## config.mk

```make
export PLATFORM = sky130hd
export DESIGN_NAME = aes128_round_sequencer
export DESIGN_NICKNAME = d
export VERILOG_FILES = /design/src/rtl/aes128_round_sequencer.sv
export SDC_FILE = /design/constraint.sdc
export NUM_CORES = 1
export LEC_CHECK = 0
export ABC_AREA = 1
export CAP_MARGIN = 20
export CORE_AREA = 2 2 409 411
export DETAILED_ROUTE_END_ITERATION = 7
export DIE_AREA = 0 0 411 413
export PLACE_DENSITY = 0.45
export SLEW_MARGIN = 20
export SYNTH_ARGS = -nofsm -noshare
export SYNTH_HDL_FRONTEND = slang
export SYNTH_SLANG_ARGS = --single-unit
```

## constraint.sdc

```tcl
create_clock -name clk -period 1.4 [get_ports clk]
set_clock_uncertainty 0.1 [all_clocks]
set_input_delay 0.28 -clock clk [delete_from_list [all_inputs] [get_ports clk]]
set_output_delay 0.28 -clock clk [all_outputs]
set_load 0.01 [all_outputs]
```

## src/rtl/aes128_round_sequencer.sv

```systemverilog
`default_nettype none
// ============================================================================
//  Module   : aes128_round_sequencer
//  Purpose  : Iterative AES-128 round control: initial AddRoundKey, then
//             rounds 1..NR issued one at a time to a shared round datapath.
//  Revision : 1.0  initial release
// ============================================================================
module aes128_round_sequencer #(
  parameter int NR     = 10,
  parameter int DP_LAT = 2
) (
  input  logic         clk,
  input  logic         rst_n,
  // plaintext / key intake
  input  logic         in_valid,
  output logic         in_ready,
  input  logic [127:0] in_block,
  input  logic [127:0] in_key,
  // key-expansion unit
  output logic         rk_req,
  output logic [3:0]   rk_round,
  output logic [127:0] rk_cipher_key,
  input  logic         rk_valid,
  input  logic [127:0] rk_key,
  // round datapath
  output logic         dp_valid,
  output logic         dp_final,
  output logic [3:0]   dp_round,
  output logic [127:0] dp_state,
  output logic [127:0] dp_key,
  input  logic [127:0] dp_result,
  // ciphertext output
  output logic         out_valid,
  input  logic         out_ready,
  output logic [127:0] out_block,
  output logic         busy
);

  localparam logic [3:0] C_NR     = 4'(NR);
  localparam logic [3:0] C_DP_LAT = 4'(DP_LAT);

  typedef enum logic [2:0] {
    S_IDLE  = 3'd0,
    S_KEY   = 3'd1,
    S_ISSUE = 3'd2,
    S_WAIT  = 3'd3,
    S_DONE  = 3'd4
  } state_t;

  state_t       r_fsm;
  state_t       w_fsm_nxt;
  logic [127:0] r_blk;
  logic [127:0] r_key;
  logic [127:0] r_rkey;
  logic [3:0]   r_round;
  logic [3:0]   r_wcnt;

  logic         w_accept;
  logic         w_rk_take;
  logic         w_capture;
  logic         w_last;

  assign w_last = (r_round == C_NR);

  always_ff @(posedge clk or negedge rst_n) begin
    if (!rst_n) begin
      r_fsm <= S_IDLE;
    end else begin
      r_fsm <= w_fsm_nxt;
    end
  end

  always_comb begin
    w_fsm_nxt = r_fsm;
    w_accept  = 1'b0;
    w_rk_take = 1'b0;
    w_capture = 1'b0;
    in_ready  = 1'b0;
    rk_req    = 1'b0;
    dp_valid  = 1'b0;
    dp_final  = 1'b0;
    out_valid = 1'b0;
    busy      = 1'b1;
    case (r_fsm)
      S_IDLE: begin
        in_ready = 1'b1;
        busy     = 1'b0;
        if (in_valid) begin
          w_accept  = 1'b1;
          w_fsm_nxt = S_KEY;
        end
      end
      S_KEY: begin
        rk_req = 1'b1;
        if (rk_valid) begin
          w_rk_take = 1'b1;
          w_fsm_nxt = S_ISSUE;
        end
      end
      S_ISSUE: begin
        dp_valid  = 1'b1;
        dp_final  = w_last;
        w_fsm_nxt = S_WAIT;
      end
      S_WAIT: begin
        // <=1 rather than ==1 so a zero count can never strand the FSM here
        if (r_wcnt <= 4'd1) begin
          w_capture = 1'b1;
          w_fsm_nxt = w_last ? S_DONE : S_KEY;
        end
      end
      S_DONE: begin
        out_valid = 1'b1;
        if (out_ready) begin
          w_fsm_nxt = S_IDLE;
        end
      end
      default: begin
        w_fsm_nxt = S_IDLE;
      end
    endcase
  end

  always_ff @(posedge clk or negedge rst_n) begin
    if (!rst_n) begin
      r_blk   <= '0;
      r_key   <= '0;
      r_rkey  <= '0;
      r_round <= '0;
      r_wcnt  <= '0;
    end else begin
      if (w_accept) begin
        r_blk   <= in_block ^ in_key;
        r_key   <= in_key;
        r_round <= 4'd1;
      end else if (w_capture) begin
        r_blk <= dp_result;
        if (!w_last) begin
          r_round <= r_round + 4'd1;
        end
      end
      if (w_rk_take) begin
        r_rkey <= rk_key;
      end
      if (r_fsm == S_ISSUE) begin
        r_wcnt <= C_DP_LAT;
      end else if ((r_fsm == S_WAIT) && (r_wcnt != 4'd0)) begin
        r_wcnt <= r_wcnt - 4'd1;
      end
    end
  end

  assign rk_round      = r_round;
  assign rk_cipher_key = r_key;
  assign dp_round      = r_round;
  assign dp_state      = r_blk;
  assign dp_key        = r_rkey;
  assign out_block     = r_blk;

endmodule
`default_nettype wire
```

==> qor.yml, run 1 <==
tritoncts: "done"
remaining_drc_errors: 0
grt_setup_unrepaired: "true"
ys_types: 24
start_kind: "register"
final_cell_mix: "nand2_1, clkdlybuf4s50_1, dfrtp_1"
cts_htree_levels: 2
portBuffers: 1042
yosys-top-cells-area: "dfrtp_1, nand2_1, buf_4"
final_util: 0.240
r2r_slack_ps: -660
cts_buffers: 54
grt_util_all_layers: 0.157
setup_viol: 921
insertion_delay_ps: 640
cap_violations: 0
setup_slack_ps: -679
dp_slack_ps: -734
ys_seq_elements: 395
viasPerCell: 3.61
initial_core_util: 0.116
crit_type: "register to output pin"
nets: 4250
synth_seq_area_share: 0.514
arrival_ps: 1700
required_ps: 1020
final_common_cell: "nand2_1"
grt.busiest_layer: "met2"
clock_sinks: 395
period_share: 1.48
die_y_um: 413
num_vias: 21585
cp-end-kind: "output pin"
hp-class: "input port to register"
drt_pass1_iterations: 5
place_congestion: 0.911
detail_route.wl_per_cell_um: 24.5
p_per_area_mw_per_mm2: 2270
cp_max_fo: 4
fin_area_mm2: 0.0398
drt_iter0_drc: 1239
synthCells: 2417
syn-num-nets: 2939
ys_warn_count: 0
finalMaxSlewViolations: 0
slew_headroom: 0.671
grt.met2_usage: 0.270
place_area_mm2: 0.0341
final_antenna_net_count: 0
cts-root-buf: "clkbuf_16"
path_clk_slew_ps: 60
tightest_slew_ps: 490
ios: 1043
met3_usage: 0.0538
die_width_um: 411
period_needed_ps: 2080
grt_max_degree: 80
clockBufferDepth: 3
hpwl_mm: 110
violations: "setup timing"
grt_pass1_vias: 21453
drive_gt1_frac: 0.360
overflow: 0
fmax_ghz: 0.481
netlist_area_mm2: 0.0192
die-area_mm2: 0.170
yosysTopAreaCell: "dfrtp_1"
p_total_w: 0.0904
fp-row-count: 150
postSynthAreaPerCell_um2: 7.95
use_met1: 0.184
synth_top_area_share: 0.514
hold_viol: 0
leakagePower_nw: 19.6
status: "complete, but fails checks"
antenna_found_initial: 58
core-area_mm2: 0.166
drt-total-wl_mm: 147
vdd_drop_max_mv: 1.05
syn_to_final_growth_pct: 107
grt_pass1_wl_mm: 184
-- state kept, by name (all words and copies together) (netlist names) --
register and count:
dp_round 4, dp_state 128, r_wcnt 4, rk_cipher_key 128
dp_key 128, r_fsm 3
-- cells by family after synthesis --
logic type,synth area share
buffers and inverters,0.103
xor gates and xnor gates,0.0597
AOI/OAI and AO/OA,0.00176
DFF,0.514
adders and majority gates,0.00325
and+or+nand+nor,0.319
-- metal layers --
layer | wire length (µm) | part of all wire
met1 | 57800 | 0.39
met2 | 71500 | 0.49
met3 | 12600 | 0.086
met4 | 4530 | 0.031
met5 | 133 | 0.00091
-- where the power goes --
part           switching, W  internal, W
logic                0.0264       0.0273
registers           0.00512       0.0170
clock network       0.00592      0.00873
total                0.0375       0.0529
-- area by class of cell --
type / count / area [µm²]
Clock inverter: 21 / 243
Sequential cell: 395 / 9920
Antenna cell: 10 / 25.0
Timing Repair Buffer: 1514 / 16500
Inverter: 57 / 238
Fill cell: 18157 / 126000
Multi-Input combinational cell: 1706 / 8510
Tap cell: 2204 / 2760
Clock buffer: 77 / 1580
-- cell usage after synthesis --
cell,n
buf_1,1
ha_1,5
o21ai_0,3
inv_1,54
nand2_2,3
inv_2,3
nand2_1,1363
buf_4,144
nand3_1,181
xnor2_1,41
o22ai_1,1
nand3b_1,1
clkbuf_1,21
a21oi_1,1
buf_6,20
nor2_2,1
xor2_1,90
nand4_1,1
nor3_1,1
o21bai_1,1
buf_2,74
nor2_4,2
nor2_1,10
dfrtp_1,395
-- timing repair --
item	in CTS	in global routing
pin swaps	10	97
setup buffers	114	30
endpoints found under the setup margin	921	921
cloned	14	41
gates resized for setup	2201	313
hold buffers	3	0
endpoints found under the hold margin	409	0
-- worst paths after layout --
check,from,endpoint,cells after the start
worst max register to register,r_fsm[0],rk_cipher_key[8],11
worst max-delay path,r_fsm[2],dp_valid,6
max in group asynchronous,rst_n,rk_cipher_key[92],3
min in group asynchronous,rst_n,dp_state[29],3
worst min register to register,dp_key[20],dp_key[20],2
worst min-delay path,rk_key[37],dp_key[37],3
-- metrics by stage --
step	setup TNS, ps	cells	hold WS, ps
after floorplan	-27710	2417	-116
after global placement	-211950	5680	77.2
after detailed placement	-214310	5680	77.9
after CTS	-335830	5907	18.6
after global routing	-386160	5979	54.9
final	-309620	5984	94.3
-- critical path, stage by stage (launching register included) --
cell and delay (ps):
dfrtp_2 460, inv_2 100, nand2_4 60, nor2_4 140, buf_6 110, buf_6 90
buf_6 100
No activity file was read; power rests on OpenSTA's default activity.
==> run 2, diff against run 1 <==
--- a/config.mk
+++ b/config.mk
@@ -11,6 +11,7 @@
 export DETAILED_ROUTE_END_ITERATION = 7
 export DIE_AREA = 0 0 411 413
 export PLACE_DENSITY = 0.45
+export SKIP_CTS_REPAIR_TIMING = 1
 export SLEW_MARGIN = 20
 export SYNTH_ARGS = -nofsm -noshare
 export SYNTH_HDL_FRONTEND = slang
==> qor.yml, run 2 (synthesis gave the netlist of run 1 again) <==
status: "complete, but fails checks"
violations: "setup timing"
arrival_ps: 1690
grt_max_degree: 80
fp-row-count: 150
hold_viol: 0
p_per_area_mw_per_mm2: 2250
cap_violations: 0
place_area_mm2: 0.0341
path_clk_slew_ps: 60
detail_route.wl_per_cell_um: 24.1
cp_max_fo: 2
die_y_um: 413
portBuffers: 1042
required_ps: 1020
reg2reg_to: "dp_key[27]"
hpwl_mm: 110
grt_util_all_layers: 0.149
remaining_drc_errors: 0
core-area_mm2: 0.166
cp-end-kind: "output pin"
grt_setup_unrepaired: "true"
cts_htree_levels: 2
syn_to_final_growth_pct: 105
cp_slowest_cell: "dfrtp_2"
finalMaxSlewViolations: 0
period_share: 1.48
ios: 1043
fin_setup_tns_ps: -280210
final_antenna_net_count: 0
slew_headroom: 0.651
antenna_found_initial: 57
drt_pass1_iterations: 5
r2r_slack_ps: -590
num_vias: 21307
final_cell_mix: "nand2_1, clkdlybuf4s50_1, dfrtp_1"
tightest_slew_ps: 520
overflow: 0
cts_buffers: 54
vdd_drop_max_mv: 1.12
viasPerCell: 3.56
die_width_um: 411
fmax_ghz: 0.483
clockBufferDepth: 3
grt_pass1_wl_mm: 175
drt-total-wl_mm: 144
drt_iter0_drc: 1085
start_kind: "register"
drive_gt1_frac: 0.371
grt_pass1_vias: 20523
r2r_cells: 12
initial_core_util: 0.116
fin_area_mm2: 0.0393
final_common_cell: "nand2_1"
path_cells: "inv_2, ha_4, nand2_4, nor2_4, inv_2, nor2_4, buf_6"
place_congestion: 0.911
nets: 4250
cts-root-buf: "clkbuf_16"
insertion_delay_ps: 640
tritoncts: "done"
setup_slack_ps: -670
reg2reg_from: "r_fsm[2]"
hp-class: "input port to async pin"
leakagePower_nw: 19.5
period_needed_ps: 2070
die-area_mm2: 0.170
cpPeakStageDelay_ps: 400
clock_sinks: 395
setup_viol: 921
crit_type: "register to output pin"
-- run 2: layout make-up --
cell class              count  area [µm²]
fillers                 18269      127000
clock inverters            21         243
multi-input cells        1708        8860
flip-flops and latches    395        9920
well taps                2204        2760
clock buffers              77        1580
inverters                  57         234
repair buffers           1512       15700
diodes                     11        27.5
-- run 2: per-layer routing --
| metal | wire length [µm] | up-vias | GRT usage |
|---|---|---|---|
| li1 | - | 9918 | - |
| met1 | 55900 | 10296 | 0.179 |
| met2 | 71800 | 840 | 0.257 |
| met3 | 12400 | 229 | 0.0494 |
| met4 | 3680 | 24 | 0.0329 |
| met5 | 151 | - | 0 |
-- run 2: power by group --
part / internal (W) / switching, W / leakage, nW
registers: 0.0170 / 0.00548 / 4.88
clock network: 0.00872 / 0.00588 / 0.901
logic: 0.0258 / 0.0258 / 13.8
-- run 2: worst max path at each step --
stage	from	end	slack, ps	cells past startpoint
2_1_floorplan	r_fsm[0]	dp_state[72]	-160	12
3_3_place_gp	in_valid	dp_state[97]	-730	9
3_5_place_dp	in_valid	dp_state[101]	-730	8
4_1_cts	dp_round[0]	dp_final	-1270	7
5_1_grt	dp_round[0]	dp_final	-800	7
6_report	dp_round[0]	dp_final	-670	7
-- run 2: worst max-delay path, delay by kind of cell, from the launching register on --
family,cells,cell delay [ps]
flops,1,400
simple gates,3,260
buf+inv,3,250
fa+ha+maj,1,130
-- run 2: metrics by stage --
step / total power (W) / hold slack (ps) / util / setup slack [ps] / cells
2_1_floorplan: 0.0368 / -116 / - / -157 / 2417
3_3_place_gp: 0.0665 / 77.2 / 0.205 / -732 / 5680
3_5_place_dp: 0.0665 / 77.9 / 0.205 / -734 / 5680
4_1_cts: 0.0819 / -643 / 0.216 / -1270 / 5778
5_1_grt: 0.0938 / 3.16 / 0.237 / -797 / 5976
6_report: 0.0886 / 31.5 / 0.237 / -670 / 5985
